### src/rtl/wb_dbg_pkg.sv
// Shared constants and FSM state type for the UART-driven Wishbone debug master.
package wb_dbg_pkg;

  localparam logic [7:0] OP_READ  = 8'h01;
  localparam logic [7:0] OP_WRITE = 8'h02;
  localparam logic [7:0] OP_PING  = 8'h03;

  localparam logic [7:0] ST_ACK   = 8'h00;
  localparam logic [7:0] ST_ERR   = 8'hEE;
  localparam logic [7:0] ST_TMO   = 8'hEF;
  localparam logic [7:0] ST_BADOP = 8'hFF;
  localparam logic [7:0] PING_RSP = 8'h55;

  localparam int RETRIES_MAX = 3;

  typedef enum logic [2:0] {
    S_IDLE  = 3'd0,
    S_ADDR  = 3'd1,
    S_WDATA = 3'd2,
    S_BUS   = 3'd3,
    S_RESP  = 3'd4
  } state_t;

endpackage

### src/rtl/wb_dbg_txser.sv
// Response serializer: loads up to 5 bytes (first byte in [39:32]) and paces
// them out as tx_stb pulses, never in back-to-back cycles and only when not busy.
module wb_dbg_txser (
  input  logic        clk,
  input  logic        rst,
  input  logic        i_load,
  input  logic [39:0] i_bytes,
  input  logic [2:0]  i_count,
  input  logic        i_tx_busy,
  output logic [7:0]  o_tx_data,
  output logic        o_tx_stb,
  output logic        o_busy
);

  logic [39:0] r_sr;
  logic [2:0]  r_cnt;
  logic [7:0]  r_data;
  logic        r_stb;

  // r_stb doubles as the hold-off: the transmitter's busy flag may lag one cycle.
  always_ff @(posedge clk) begin
    if (rst) begin
      r_sr   <= '0;
      r_cnt  <= '0;
      r_data <= '0;
      r_stb  <= 1'b0;
    end else begin
      r_stb <= 1'b0;
      if (i_load) begin
        r_sr  <= i_bytes;
        r_cnt <= i_count;
      end else if (r_cnt != 3'd0 && !r_stb && !i_tx_busy) begin
        r_data <= r_sr[39:32];
        r_sr   <= {r_sr[31:0], 8'h00};
        r_cnt  <= r_cnt - 3'd1;
        r_stb  <= 1'b1;
      end
    end
  end

  assign o_tx_data = r_data;
  assign o_tx_stb  = r_stb;
  assign o_busy    = (r_cnt != 3'd0);

endmodule

### src/rtl/wb_dbg_master.sv
// UART byte-protocol to single 32-bit Wishbone read/write master.
// Define WB_DBG_RETRY_EN to reissue cycles terminated by rty (up to 3 times).
module wb_dbg_master
  import wb_dbg_pkg::*;
#(
  parameter int timeout_cycles = 1024
) (
  input  logic        clk,
  input  logic        rst,
  input  logic [7:0]  rx_data,
  input  logic        rx_stb,
  output logic [7:0]  tx_data,
  output logic        tx_stb,
  input  logic        tx_busy,
  output logic [31:0] wb_adr_o,
  output logic [31:0] wb_dat_o,
  input  logic [31:0] wb_dat_i,
  output logic [3:0]  wb_sel_o,
  output logic        wb_we_o,
  output logic        wb_cyc_o,
  output logic        wb_stb_o,
  input  logic        wb_ack_i,
  input  logic        wb_err_i,
  input  logic        wb_rty_i,
  output logic [2:0]  dbg_state
);

  localparam logic [15:0] TMO_LAST = 16'(timeout_cycles - 1);

  state_t      r_state, w_next;
  logic [31:0] r_adr, r_dat;
  logic        r_we;
  logic [1:0]  r_bcnt;
  logic [15:0] r_tmo;
  logic        w_cyc, w_retry, w_term, w_tmo_hit;
  logic        w_frame_byte, w_last_byte, w_opc_known;
  logic        w_load, w_ser_busy;
  logic [39:0] w_load_bytes;
  logic [2:0]  w_load_cnt;
  logic [7:0]  w_status;

  // Handshakes: rx_stb/tx_stb are single-cycle valid pulses with no back-pressure
  // on rx; tx_busy acts as not-ready; a bus cycle ends on the first sampled terminator.

`ifdef WB_DBG_RETRY_EN
  logic [1:0] r_rty;
  logic       r_gap;

  always_ff @(posedge clk) begin
    if (rst) begin
      r_rty <= '0;
      r_gap <= 1'b0;
    end else begin
      r_gap <= w_retry;
      if (r_state != S_BUS) r_rty <= '0;
      else if (w_retry)     r_rty <= r_rty + 2'd1;
    end
  end

  assign w_cyc   = (r_state == S_BUS) && !r_gap;
  assign w_retry = w_cyc && !wb_ack_i && !wb_err_i && wb_rty_i
                   && (r_rty != 2'(RETRIES_MAX));
`else
  assign w_cyc   = (r_state == S_BUS);
  assign w_retry = 1'b0;
`endif

  assign w_tmo_hit    = w_cyc && (r_tmo == TMO_LAST);
  assign w_term       = w_cyc && !w_retry && (wb_ack_i || wb_err_i || wb_rty_i || w_tmo_hit);
  assign w_frame_byte = rx_stb && (r_state == S_ADDR || r_state == S_WDATA);
  assign w_last_byte  = w_frame_byte && (r_bcnt == 2'd3);
  assign w_opc_known  = (rx_data == OP_READ) || (rx_data == OP_WRITE);

  always_ff @(posedge clk) begin
    if (rst) r_state <= S_IDLE;
    else     r_state <= w_next;
  end

  always_comb begin
    w_next = r_state;
    case (r_state)
      S_IDLE:  if (rx_stb)      w_next = w_opc_known ? S_ADDR : S_RESP;
      S_ADDR:  if (w_last_byte) w_next = r_we ? S_WDATA : S_BUS;
      S_WDATA: if (w_last_byte) w_next = S_BUS;
      S_BUS:   if (w_term)      w_next = S_RESP;
      S_RESP:  if (!w_ser_busy) w_next = S_IDLE;
      default:                  w_next = S_IDLE;
    endcase
  end

  always_comb begin
    w_load       = 1'b0;
    w_load_bytes = '0;
    w_load_cnt   = '0;
    if (wb_ack_i)                    w_status = ST_ACK;
    else if (wb_err_i || wb_rty_i)   w_status = ST_ERR;
    else                             w_status = ST_TMO;
    if (r_state == S_IDLE && rx_stb && !w_opc_known) begin
      w_load       = 1'b1;
      w_load_cnt   = 3'd1;
      w_load_bytes = {(rx_data == OP_PING) ? PING_RSP : ST_BADOP, 32'h0};
    end else if (w_term) begin
      w_load       = 1'b1;
      w_load_cnt   = r_we ? 3'd1 : 3'd5;
      w_load_bytes = {w_status, wb_ack_i ? wb_dat_i : 32'h0};
    end
    wb_cyc_o  = w_cyc;
    wb_stb_o  = w_cyc;
    wb_we_o   = w_cyc && r_we;
    wb_sel_o  = w_cyc ? 4'hF : 4'h0;
    wb_adr_o  = r_adr & 32'hFFFF_FFFC;
    wb_dat_o  = r_dat;
    dbg_state = r_state;
  end

  always_ff @(posedge clk) begin
    if (rst) begin
      r_adr  <= '0;
      r_dat  <= '0;
      r_we   <= 1'b0;
      r_bcnt <= '0;
    end else begin
      if (r_state == S_IDLE && rx_stb) r_we <= (rx_data == OP_WRITE);
      if (w_frame_byte) r_bcnt <= r_bcnt + 2'd1;
      if (w_frame_byte && r_state == S_ADDR)  r_adr <= {r_adr[23:0], rx_data};
      if (w_frame_byte && r_state == S_WDATA) r_dat <= {r_dat[23:0], rx_data};
    end
  end

  // Counts cycles of the current strobe; cleared between attempts.
  always_ff @(posedge clk) begin
    if (rst)                              r_tmo <= '0;
    else if (!w_cyc || w_retry || w_term) r_tmo <= '0;
    else                                  r_tmo <= r_tmo + 16'd1;
  end

  wb_dbg_txser u_txser (
    .clk       (clk),
    .rst       (rst),
    .i_load    (w_load),
    .i_bytes   (w_load_bytes),
    .i_count   (w_load_cnt),
    .i_tx_busy (tx_busy),
    .o_tx_data (tx_data),
    .o_tx_stb  (tx_stb),
    .o_busy    (w_ser_busy)
  );

endmodule

### config.mk
export PLATFORM = sky130hd
export DESIGN_NAME = wb_dbg_master
export DESIGN_NICKNAME = d
export VERILOG_FILES = /design/src/rtl/wb_dbg_pkg.sv /design/src/rtl/wb_dbg_txser.sv /design/src/rtl/wb_dbg_master.sv
export SDC_FILE = /design/constraint.sdc
export NUM_CORES = 1
export LEC_CHECK = 0
export CORE_AREA = 2 2 128 130
export CTS_CLUSTER_DIAMETER = 60
export DETAILED_ROUTE_END_ITERATION = 7
export DIE_AREA = 0 0 130 132
export GPL_TIMING_DRIVEN = 0
export PLACE_DENSITY = 0.67
export SYNTH_ARGS = -nofsm -noshare
export SYNTH_HDL_FRONTEND = slang
export SYNTH_HIERARCHICAL = 1
export SYNTH_SLANG_ARGS = --single-unit
export TNS_END_PERCENT = 50
### constraint.sdc
create_clock -name clk -period 2.4 [get_ports clk]
set_input_delay 0.48 -clock clk [delete_from_list [all_inputs] [get_ports clk]]
set_output_delay 0.48 -clock clk [all_outputs]
set_load 0.03 [all_outputs]
== Word level (Yosys, flattened, before mapping) ==
Index checks and enable logic that the tools add are counted.

* $add $sub $neg: 3
* Equal/unequal tests: 14
* Multiplexer cells: 25
* Bitwise gates (word level): 1
* Reductions and logical operators: 29

{| class="wikitable"
|+ Operators by type and width
! cell !! number
|-
| 40-bit two-way mux || 4
|-
| 3-bit two-way mux || 11
|-
| 32-bit two-way mux || 1
|-
| 16-bit by 1-bit adder with 16-bit output (second input constant) || 1
|-
| 16-bit by 10-bit == test with 1-bit output (second input constant) || 1
|-
| 8-bit by 2-bit == test with 1-bit output (second input constant) || 2
|-
| 8-bit two-way mux || 2
|-
| 3-bit one-hot mux with 5 select lines || 1
|-
| 1-bit logical AND || 11
|-
| 8-bit by 1-bit == test with 1-bit output (second input constant) || 1
|-
| 2-bit inequality test (second input constant) || 4
|-
| 1-bit logical OR || 7
|-
| 3-bit by 2-bit == test with 1-bit output (second input constant) || 2
|-
| 1-bit two-way mux || 5
|-
| 5-bit AND reduction || 1
|-
| 1-bit zero test || 4
|-
| 4-bit two-way mux || 1
|-
| 2-bit OR reduction || 2
|-
| 3-bit by 1-bit == test with 1-bit output (second input constant) || 1
|-
| 3-bit == test (second input constant) || 1
|-
| 3-bit zero test || 1
|-
| 3-bit nonzero test || 1
|-
| 3-bit by 1-bit subtractor with 3-bit output (second input constant) || 1
|-
| 2-bit by 1-bit adder with 2-bit output (second input constant) || 1
|-
| other kinds (5) || 5
|}

* Flip-flop bits (word level): 138
* Output and inout bits: 83

== Longest topological paths before layout ==
Gate-level depths: netlist of the first run.

* Depth in word-level cells: 8
* Mapped depth: 12

== Cells and area by module ==
The synthesis of the first run kept the hierarchy.

{| class="wikitable"
|+ Modules (own cells, without submodules)
! module !! times used !! cells an instance !! area an instance (um^2) !! seq. area each (um^2)
|-
| wb_dbg_master || 1 || 503 || 3867.5 || 1721.7
|-
| wb_dbg_txser || 1 || 280 || 2356.0 || 1041.0
|}

== Worst setup path before layout of the first run ==
No wires, ideal clock.

* Kind: register to register
* From: reg r_state[1], in the netlist dbg_state[1]
* To: reg u_txser.r_sr[38]
* Library setup time: 0.115 ns
* Arrival time: 2.930 ns
* Data required time: 2.285 ns
* Slack: -0.645 ns
* Cell stages (with the launch flop): 11
* Clock period less this slack: 3.045 ns
* Path through: dfxtp_1 > clkbuf_1 > and3b_1 > clkbuf_1 > clkbuf_1 > nand2_1 > nand2_1 > buf_2 > clkbuf_1 > a211oi_1 > a2111oi_0

* Cells in the longest elaborated chain, start to end: 7
* Elaborated cells between the ends (all ways): 13
* Classes of those cells: eq/ne (1); mux (5); reduce/logical (7)

{| class="wikitable"
|+ Ends and longest elaborated chain
! item !! line !! text
|-
| from (decl) || wb_dbg_master.sv:30 || <nowiki>state_t r_state, w_next;</nowiki>
|-
| from (signal assigned) || wb_dbg_master.sv:76 || <nowiki>else r_state <= w_next;</nowiki>
|-
| 3-bit by 2-bit == test with 1-bit output (*) || wb_dbg_master.sv:64 || <nowiki>assign w_cyc = (r_state == S_BUS);</nowiki>
|-
| named net wb_cyc_o || wb_dbg_master.sv:20 || <nowiki>output logic wb_cyc_o,</nowiki>
|-
| 1-bit logical AND || wb_dbg_master.sv:68 || <nowiki>assign w_tmo_hit = w_cyc && (r_tmo == TMO_LAST);</nowiki>
|-
| 1-bit logical OR || wb_dbg_master.sv:69 || <nowiki>assign w_term = w_cyc && !w_retry && (wb_ack_i || wb_err_i || wb_rty_i || w_tmo_hit);</nowiki>
|-
| 1-bit logical AND (*) || wb_dbg_master.sv:69 ||
|-
| 1-bit two-way mux (*) || wb_dbg_master.sv:102 || <nowiki>end else if (w_term) begin</nowiki>
|-
| 1-bit two-way mux (*) || wb_dbg_master.sv:98 || <nowiki>if (r_state == S_IDLE && rx_stb && !w_opc_known) begin</nowiki>
|-
| named net w_load || wb_dbg_master.sv:37 || <nowiki>logic w_load, w_ser_busy;</nowiki>
|-
| 40-bit two-way mux / 2-bit nonzero test (equally long branches) || n/a ||
|-
| to (signal assigned) || wb_dbg_txser.sv:30 || <nowiki>r_sr <= i_bytes;</nowiki>
|-
| to (signal assigned) || wb_dbg_txser.sv:34 || <nowiki>r_sr <= {r_sr[31:0], 8'h00};</nowiki>
|-
| to (decl) || wb_dbg_txser.sv:15 || <nowiki>logic [39:0] r_sr;</nowiki>
|}

The timed path passes the listed nets; every way through them passes the cells marked *.
A chain may end at the register's enable or synchronous reset.

== Worst setup path in the final report of the first run ==
* From: reg r_tmo[13]
* To: reg u_txser.r_sr[35]

* Cells in the longest elaborated chain, start to end: 7
* Elaborated cells between the ends (all ways): 10
* Classes of those cells: eq/ne (1); mux (5); reduce/logical (4)

{| class="wikitable"
|+ Ends and longest elaborated chain
! item !! line !! text
|-
| from (decl) || wb_dbg_master.sv:34 || <nowiki>logic [15:0] r_tmo;</nowiki>
|-
| from (signal assigned) || wb_dbg_master.sv:134 || <nowiki>else r_tmo <= r_tmo + 16'd1;</nowiki>
|-
| 16-bit by 10-bit == test with 1-bit output (*) || wb_dbg_master.sv:68 ||
|-
| 1-bit logical AND (*) || wb_dbg_master.sv:68 ||
|-
| 1-bit logical OR (*) || wb_dbg_master.sv:69 ||
|-
| 1-bit logical AND (*) || wb_dbg_master.sv:69 ||
|-
| 40-bit two-way mux / 1-bit two-way mux (equally long branches) || wb_dbg_master.sv:102 ||
|-
| 40-bit two-way mux / 1-bit two-way mux (equally long branches) || wb_dbg_master.sv:98 ||
|-
| 40-bit two-way mux / 2-bit nonzero test (equally long branches) || n/a ||
|}

Every way passes the cells marked *; elsewhere a longest branch is shown, timed or not.

==> summary.txt, run 1 <==
Outcome
  – Outcome: finished with violations
  – Failing checks: setup timing

Floorplanning
  – Die H: 132 µm
  – Core area: roughly 16000 µm²
  – Row Count: 46
  – Initial Util: a little under 40%
  – Chip width: ~130 µm
  – Die Area: 17200 µm²
  – Io pins: 130

Worst setup path
  – Reg2Reg Launch Point: r_tmo[13]
  – Worst Path Required: 2.72 ns
  – CP startpoint: r_tmo[13]
  – Cell mode on critical path: or4_4
  – CP bufs+invs: 1
  – Reg2Reg Setup Slack: -0.21 ns
  – CP Capture Type: flip-flop
  – Crit-path leading delay family: simple AND/OR/NAND/NOR gates
  – Cell chain of the critical path: or4_4 -> or4_4 -> a211o_1 -> a21boi_2 -> a31oi_2 -> buf_6 -> nor2_2 -> a2111oi_2
  – Arr. time, crit path: slightly below 3 ns
  – Worst path max stage delay: approximately 0.53 ns
  – Type of the worst setup path: reg2reg
  – CP startpoint kind: flip-flop
  – Slowest CP cell: or4_4
  – Maximum fanout along the worst path: 4

Drt
  – Routed len/inst: 16.6 µm
  – Number of DRC markers in iteration 0: approximately 440
  – Post-route ant nets: 0
  – Routed wire length: 19700 µm
  – Drt pass-1 iters: 5
  – Via density: about 5.3
  – Routed vias: around 6300
  – DRC violations left: 0

Clock network
  – Cts bufs inserted: 17
  – Clk Latency, worst-skew pair: approximately 0.42 ns
  – # H-tree levels: 4
  – CTS clk-pin slew, worst paths: roughly 0.060 ns
  – Hold buffers post-CTS: 0
  – CTS max path bufs: 2
  – CTS Root Cell: clkbuf_16
  – TritonCTS Sinks: between 100 and 150
  – CTS tree: yes

Hold path
  – Hold crit path type: in2reg
  – Min-delay src: rx_data[7]

STA
  – Final slew viol count: 0
  – F_max: between 0.3 and 0.4 GHz
  – RSZ-0062 raised after global routing: true
  – Clk_skew: 0.00587 ns
  – Worst slew pin tran: around 1.1 ns
  – Relative slew slack: 28.8%
  – Final setup viols: 47
  – Min Hold Slack: around 0.37 ns
  – Tcrit/Tclk final: 109%
  – Fin crit period: ~2.6 ns
  – Endpoints failing hold: 0
  – Final worst setup slack: -0.212 ns

Layout
  – Final #Nets: around 1000
  – Commonest non-fill, non-tap cell in the layout: nand2_1
  – Diodes inserted: 0
  – Commonest cells after routing, fill and taps aside: 146 x nand2_1, 132 x dfxtp_1, 114 x clkdlybuf4s50_1
  – Area growth, synth to finish: 50.1%
  – Final Util: a little under 60%
  – Share of cells above drive strength 1: roughly 22%
  – Fillers: ~1400

Global routing
  – Met3 Use GR: 7.31%
  – Largest net degree at the start of global routing: 17
  – GR peak layer: met2
  – GRT Overall Usage: a little over a fifth
  – GRT overflow: 0
  – Met1 Usage GRT: 26.7%
  – First-pass GRT wire length: 29700 µm
  – Initial antenna violation count: 0
  – Vias in the first global route: between 5000 and 6000
  – Met2 GRT Util: between 30% and 40%

Pwr
  – Pwr Density: about 810 nW/µm²
  – Total leakage power: roughly 3.4 nW
  – VDD IR-drop max: between 0.5 and 0.6 mV

Logic synthesis
  – Yosys cell types: 52
  – Syn Inst Count: slightly below 800
  – Async set or reset register ratio after synthesis: 0%
  – Number of synthesized flops with an enable pin: 0
  – Synth Flop Type: dfxtp_1
  – Seq/Total Area, Yosys: 44.4%
  – Yosys warns: 6
  – Synthesized flop and latch total: 138
  – Synthesized area: ~6200 µm²
  – Avg Cell Area, Syn: 7.95 µm²

Flow run
  – Max Cap Viol: 0

Placed design
  – HPWL Detailed: between 10000 and 15000 µm
  – Port Buf Inserts: ~130
  – Final Wtd Congestion: roughly 0.86
[registers in the layout, summed over array words and instances, names as in the netlist]
signal,flops
u_txser/r_cnt,3
r_tmo,16
u_txser/o_tx_data,8
wb_dat_o,32
u_txser/o_tx_stb,1
r_we,1
u_txser/r_sr,40
dbg_state,3
r_adr,32
r_bcnt,2
[report_power, final]
group | leakage (nW) | internal (W) | total, W | switching [W]
combinational | 1.97 | 0.000977 | 0.00222 | 0.00125
clock | 0.293 | 0.00166 | 0.00274 | 0.00108
sequential | 1.12 | 0.00247 | 0.00258 | 0.000105
total | 3.38 | 0.00510 | 0.00754 | 0.00243
[path summary, 6_finish.rpt]
kind / endpoint / cells after the start
worst max-delay path: u_txser/r_sr[35] / 8
worst min-delay path: wb_dat_o[7] / 3
worst max register to register: u_txser/r_sr[35] / 8
worst min register to register: r_tmo[0] / 1
[cell families after synthesis]
kind of cell	count (synthesis)	synth area share, %
xor gates and xnor gates	17	2.39
DFF	138	44.4
muxes	2	0.322
adders and majority gates	4	0.804
buffers and inverters	118	9.77
AOI/OAI and AO/OA	163	17.2
other	1	0.0603
and+or+nand+nor	340	25.0
[per-layer routing]
layer  wire (µm)  vias to the layer above  share of wire, %
li1            -                     3028                 -
met1        8150                     2944                41
met2        9530                      264                48
met3        1500                       40               7.6
met4         557                        0               2.8
met5           0                        -                 0
[timing repair]
item	CTS	global route
endpoints found under the setup margin	59	59
resized for setup	109	68
pin swaps	35	14
setup buffers	20	8
cloned	4	1
[tightest hold or removal path, stage by stage]
cell and delay [ns]:
dlymetal6s2s_1 0.14, nand2_1 0.07, a21oi_1 0.05
[per-stage QoR]
stage	setup TNS (ns)	cell area, µm²	total power [W]	std cells	setup slack, ns
2_1_floorplan	-0.752	6270	0.00354	785	-0.0406
3_3_place_gp	-49.28	7790	0.00399	1126	-0.963
3_5_place_dp	-49.72	7790	0.00400	1126	-0.996
4_1_cts	-5.10	8990	0.00715	1181	-0.245
5_1_grt	-9.95	9340	0.00779	1190	-0.309
6_report	-5.56	9340	0.00754	1190	-0.212
[cell type report]
| cell class | count | area (µm²) | share of cell area (%) |
|---|---|---|---|
| buffer | 105 | 709 | 7.59 |
| multi-input combinational | 529 | 3290 | 35.2 |
| clock buffer | 17 | 425 | 4.55 |
| inverter | 12 | 50.0 | 0.536 |
| clock inverter | 15 | 190 | 2.04 |
| sequential | 138 | 2770 | 29.7 |
| tap | 216 | 270 | 2.89 |
| timing repair buffer | 158 | 1630 | 17.5 |
[synth_stat cells (7+ instances only)]
cell type | count | area [µm²]
o31ai_1 | 8 | 60.1
a21oi_1 | 84 | 420
nor3_1 | 7 | 35.0
nand2_1 | 151 | 567
buf_4 | 38 | 285
xnor2_1 | 10 | 87.6
nand4_1 | 13 | 81.3
nor4_1 | 9 | 56.3
o211ai_1 | 9 | 67.6
and3_1 | 44 | 275
inv_1 | 10 | 37.5
nor2_1 | 81 | 304
a2111oi_0 | 21 | 184
a311oi_1 | 8 | 70.1
dfxtp_1 | 138 | 2760
a211oi_1 | 9 | 67.6
xor2_1 | 7 | 61.3
clkbuf_1 | 49 | 184
nand3_1 | 15 | 75.1
o21ai_0 | 8 | 40.0
buf_2 | 18 | 90.1
No activity file was read; power rests on OpenSTA's default activity.
==> inputs of run 2 (changes only) <==
--- a/config.mk
+++ b/config.mk
@@ -5,12 +5,11 @@
 export SDC_FILE = /design/constraint.sdc
 export NUM_CORES = 1
 export LEC_CHECK = 0
-export CORE_AREA = 2 2 128 130
+export CORE_AREA = 2 2 148 150
 export CTS_CLUSTER_DIAMETER = 60
 export DETAILED_ROUTE_END_ITERATION = 7
-export DIE_AREA = 0 0 130 132
+export DIE_AREA = 0 0 150 152
 export GPL_TIMING_DRIVEN = 0
-export PLACE_DENSITY = 0.67
 export SYNTH_ARGS = -nofsm -noshare
 export SYNTH_HDL_FRONTEND = slang
 export SYNTH_HIERARCHICAL = 1
==> run 2 against run 1 <==
Net effect:
- the run still ends with setup timing left
- final area down 2.7%
- sequential power about the same
- utilization down 17 points
- critical path type unchanged
- largest power group unchanged
==> summary.txt, run 2 (synthesized netlist as in run 1, its figures left out) <==
Layout
  – Final #Nets: 1002
  – Fillers: approximately 2200
  – Share of cells above drive strength 1: 18.0%
  – Sequential cell area: 2770 µm²
  – Top reg by flops: u_txser/r_sr
  – Diodes inserted: 0
  – Commonest non-fill, non-tap cell in the layout: nand2_1
  – Final Instance Area: roughly 9000 µm²
  – Number of flip-flops in the largest register: 40
  – Multi-input gate area: 3110 µm²
  – Commonest cells after routing, fill and taps aside: 146 x nand2_1, 133 x dfxtp_1, 116 x clkdlybuf4s50_1
  – Area growth, synth to finish: 46.0%

Drt
  – Routed wire length: slightly below 20000 µm
  – Drt pass-1 iters: 5
  – Via density: between 4 and 5
  – Routed vias: about 6000
  – Post-route ant nets: 0
  – DRC violations left: 0
  – Number of DRC markers in iteration 0: approximately 380
  – Routed len/inst: 15.7 µm

Hold path
  – Hold crit path type: reg2reg

STA
  – Fin crit period: around 2.6 ns
  – Final worst setup slack: -0.249 ns
  – RSZ-0062 raised after global routing: true
  – Endpoints failing hold: 0
  – Clk_skew: between 0.009 and 0.01 ns
  – TNS Setup: -3.85 ns
  – Tcrit/Tclk final: 110%
  – Relative slew slack: around 47%
  – Final setup viols: 50
  – Final slew viol count: 0
  – F_max: 0.378 GHz
  – Worst slew pin tran: 0.785 ns
  – Min Hold Slack: 0.455 ns

Pwr
  – Psw: 0.00226 W
  – Comb pwr share: about a quarter
  – Total leakage power: between 3 and 4 nW
  – Switching share of power: 31.1%
  – Design internal power: around 0.0050 W
  – Pwr Density: between 700 and 800 nW/µm²
  – VDD IR-drop max: 0.494 mV
  – Flop pwr share: 35.4%
  – Clock power share: 39.0%

Clock network
  – Clk Latency, worst-skew pair: ~0.43 ns
  – CTS tree: yes
  – # H-tree levels: 4
  – CTS Root Cell: clkbuf_16
  – Hold buffers post-CTS: 0
  – TritonCTS Sinks: approximately 140
  – CTS max path bufs: 2
  – Cts bufs inserted: 17
  – CTS clk-pin slew, worst paths: 0.06 ns

Outcome
  – Outcome: finished with violations
  – Failing checks: setup timing

Floorplanning
  – Chip width: around 150 µm
  – Row Count: 54
  – Die Area: ~23000 µm²
  – Io pins: 130
  – Die H: around 150 µm
  – Initial Util: about 29%
  – Core area: 21400 µm²

Worst setup path
  – Worst path max stage delay: about 0.53 ns
  – Arr. time, crit path: 2.95 ns
  – Maximum fanout along the worst path: 4
  – Worst Path Required: between 2 and 3 ns
  – CP Capture Type: flip-flop
  – Cell chain of the critical path: or4_1 -> or4_4 -> a211o_1 -> a21boi_2 -> a31oi_2 -> buf_4 -> nor2_1 -> a2111oi_0
  – CP startpoint kind: flip-flop
  – Type of the worst setup path: reg2reg
  – Slowest CP cell: or4_4

Flow run
  – Max Cap Viol: 0

Global routing
  – GRT overflow: 0
  – First-pass GRT wire length: between 30000 and 40000 µm
  – Initial antenna violation count: 0
  – Vias in the first global route: between 5000 and 6000
  – GRT Overall Usage: between 10% and 20%
  – Largest net degree at the start of global routing: 17

Placed design
  – Port Buf Inserts: 125
  – Placed Area: 7870 µm²
  – HPWL Detailed: roughly 14000 µm
  – Final Wtd Congestion: 0.820
run 2: cell count changes in the layout (fill, tap and decap cells not counted), moves of 4 or more:
cell and delta:
buf_4 -7, nor4_1 -4, nor2_1 +20, a2111oi_4 -5, nor2_4 -7, nor2_2 -13
run 2: area by class of cell:
type,instances,share of cell area [%]
Inverter,12,0.496
Sequential cell,138,30.5
Clock buffer,19,4.87
Tap cell,280,3.86
Multi-Input combinational cell,529,34.2
Timing Repair Buffer,148,16.4
Buffer,105,7.52
Clock inverter,13,2.09
run 2: timing repair:
| item | 4_1_cts | 5_1_grt |
|---|---|---|
| gates resized for setup | 79 | 43 |
| setup endpoints to repair | 59 | 58 |
| setup buffers | 11 | 7 |
| cloned | 3 | 2 |
| pin swaps | 17 | 5 |
run 2: critical path, delay by kind of cell (launching register included):
| family | cells | cell delay (ns) |
|---|---|---|
| and+or+nand+nor | 3 | 1.08 |
| AOI/OAI and AO/OA | 4 | 0.97 |
| DFF | 1 | 0.32 |
| buffers and inverters | 1 | 0.16 |
run 2: metal layers:
metal,up-vias,routed length [µm],track usage [%]
met5,-,0,0
met4,0,381,5.17
met3,26,1560,5.29
met2,188,9030,27.1
met1,2899,8510,21.4
li1,3015,-,-
run 2: metrics by stage:
stage | util, % | total power, W | instances | setup slack [ns]
2_1_floorplan | - | 0.00354 | 785 | -0.0406
3_3_place_gp | 36.9 | 0.00402 | 1190 | -0.987
3_5_place_dp | 36.9 | 0.00403 | 1190 | -1.09
4_1_cts | 41.4 | 0.00707 | 1235 | -0.254
5_1_grt | 42.6 | 0.00755 | 1244 | -0.332
6_report | 42.6 | 0.00725 | 1244 | -0.249
run 2: power groups by stage:
stage                     sequential [W]  combinational, W  clock [W]
after global placement           0.00261           0.00141          0
after global routing             0.00259           0.00200    0.00297
after detailed placement         0.00261           0.00142          0
after floorplan                  0.00262          0.000921          0
after CTS                        0.00256           0.00163    0.00288
final                            0.00257           0.00186    0.00283
run 2: final timing paths:
path                            startpoint               end  slack [ns]  cells after the start
worst min register to register    r_adr[1]          r_adr[9]        0.45                      2
worst max-delay path             r_tmo[11]  u_txser/r_sr[39]       -0.25                      8
worst min-delay path              r_adr[1]          r_adr[9]        0.45                      2
worst max register to register   r_tmo[11]  u_txser/r_sr[39]       -0.25                      8
==> edit: new RTL, config.mk and constraints of run 2 <==
Build with the macro `WB_DBG_RETRY_EN` defined.
--- a/src/rtl/wb_dbg_master.sv
+++ b/src/rtl/wb_dbg_master.sv
@@ -1,5 +1,7 @@
 // UART byte-protocol to single 32-bit Wishbone read/write master.
 // Define WB_DBG_RETRY_EN to reissue cycles terminated by rty (up to 3 times).
+`define WB_DBG_RETRY_EN
+
 module wb_dbg_master
   import wb_dbg_pkg::*;
 #(
Function: changed (a bounded check fails within 10 cycles, from zero or initial values and one cycle with rst high).
==> edit against run 2 <==
  * Clock skew increased by 0.00067 ns
  * Count of clock-buffer cells in the layout grew 2
  * Wire length down 2.5%
  * Worst setup slack gained 0.27 ns
  * Sequential share of layout area rose by 1.1 points
  * Synthesized area increased by 2.2%
  * Sequential cell count rose by 3
  * Core utilization decreased by 0.62 points
  * Die area unchanged
  * Hold slack got worse by 0.00076 ns
  * Final area decreased by 1.4%
  * Synthesized cell count rose by 0.89%
Power is not compared: it rests on default switching activity, and its combinational part moved more than twofold at a synthesized area within 25%.
==> edit: results (changes against run 2) <==
FF+latch area=0.002829 mm2 (+2.1%); compound-gate portion of the synthesized area=16.88% (-0.35 points); Iter 0 DRT Violations=363 (-3.2%); WL per Instance=15.37 um (-1.8%); final instance area=0.008955 mm2 (-1.4%); port bufs=126 (+0.80%); non-clk buf share=22.10% (-1.8 points); hold_sp=r_adr[29]; Adder-Cell Fraction of Synth Area=0.9837% (+0.18 points); Clock Skew=0.009872 ns (+0.0006749 ns); maximum clock frequency=0.4204 GHz (+11%); post-place setup slack=-1.129 ns (-0.04124 ns); Synth Area in XOR/XNOR=2.203% (-0.19 points); status=completed; Worst-Margin Slew=0.9414 ns (+0.1563 ns); multi-input gate share of total cell area=34.96% (+0.71 points); clk tree area frac=7.056% (+0.088 points); Area after DPL=0.007985 mm2 (+1.4%); nets@finish=996 (-0.60%); inverters=9 (-3); DPL Wire Length=13340 um (-1.7%); worst path arrival time=2.68 ns (-0.27 ns); vias=6004 (-2.0%); Synth cell types=51 (-1.9%); Hold EP=r_adr[29]; RePlAce Congestion=0.8539 (+4.1%); share of cells above drive strength 1=16.42% (-1.6 points); most instantiated cells after synthesis=nand2_1 (152), dfxtp_1 (141), a21oi_1 (85), nor2_1 (80), and3_1 (50); Worst Setup EP=u_txser/r_sr[27]; non-clock buffer count=237 (-6.3%); worst-path maximum fanout=10 (+6); # clk buffers=21 (+2); FF-to-FF setup slack=0.02 ns (+0.27 ns); FF+latch count=141 (+2.2%); non-filler cells, final=1236 (-0.64%); mux contribution to synthesized area=0.1574% (-0.16 points); vias in the first global route=5617 (-4.2%); leading post-synthesis cells by cell area=dfxtp_1 (44%), nand2_1 (9.0%), a21oi_1 (6.7%); Hold WS=0.4540 ns (-0.0007620 ns); sequential share of the synthesized area=44.38% (about the same); FILL cells=2194 (+1.6%)
-- edit: what timing repair did --
item	in CTS	in global routing
gates cloned	0	1
pin swaps	4	10
resized for setup	69	63
buffers inserted	5	1
setup endpoints to repair	59	58
-- edit: worst register-to-register path: cells and delay by family, from the launching register on --
family,cells,cell delay [ns]
AND/OR/NAND/NOR,5,1.29
AO/OA/AOI/OAI,2,0.49
flip-flops,1,0.34
buffers and inverters,1,0.15
-- edit: per-layer routing --
layer	GRT usage, %	vias up	routed length, um
li1	-	3026	-
met1	21.79	2774	8528
met2	25.83	189	8812
met3	6.306	15	1469
met4	3.414	0	188
met5	0	-	0
-- edit: power by group through the flow --
stage          Combinational, mW  Sequential (mW)  Clock, mW
3_5_place_dp               0.614             2.50          0
5_1_grt                    0.798             2.46       2.99
2_1_floorplan              0.368             2.51          0
6_report                   0.740             2.45       2.82
4_1_cts                    0.638             2.45       2.87
3_3_place_gp               0.614             2.50          0
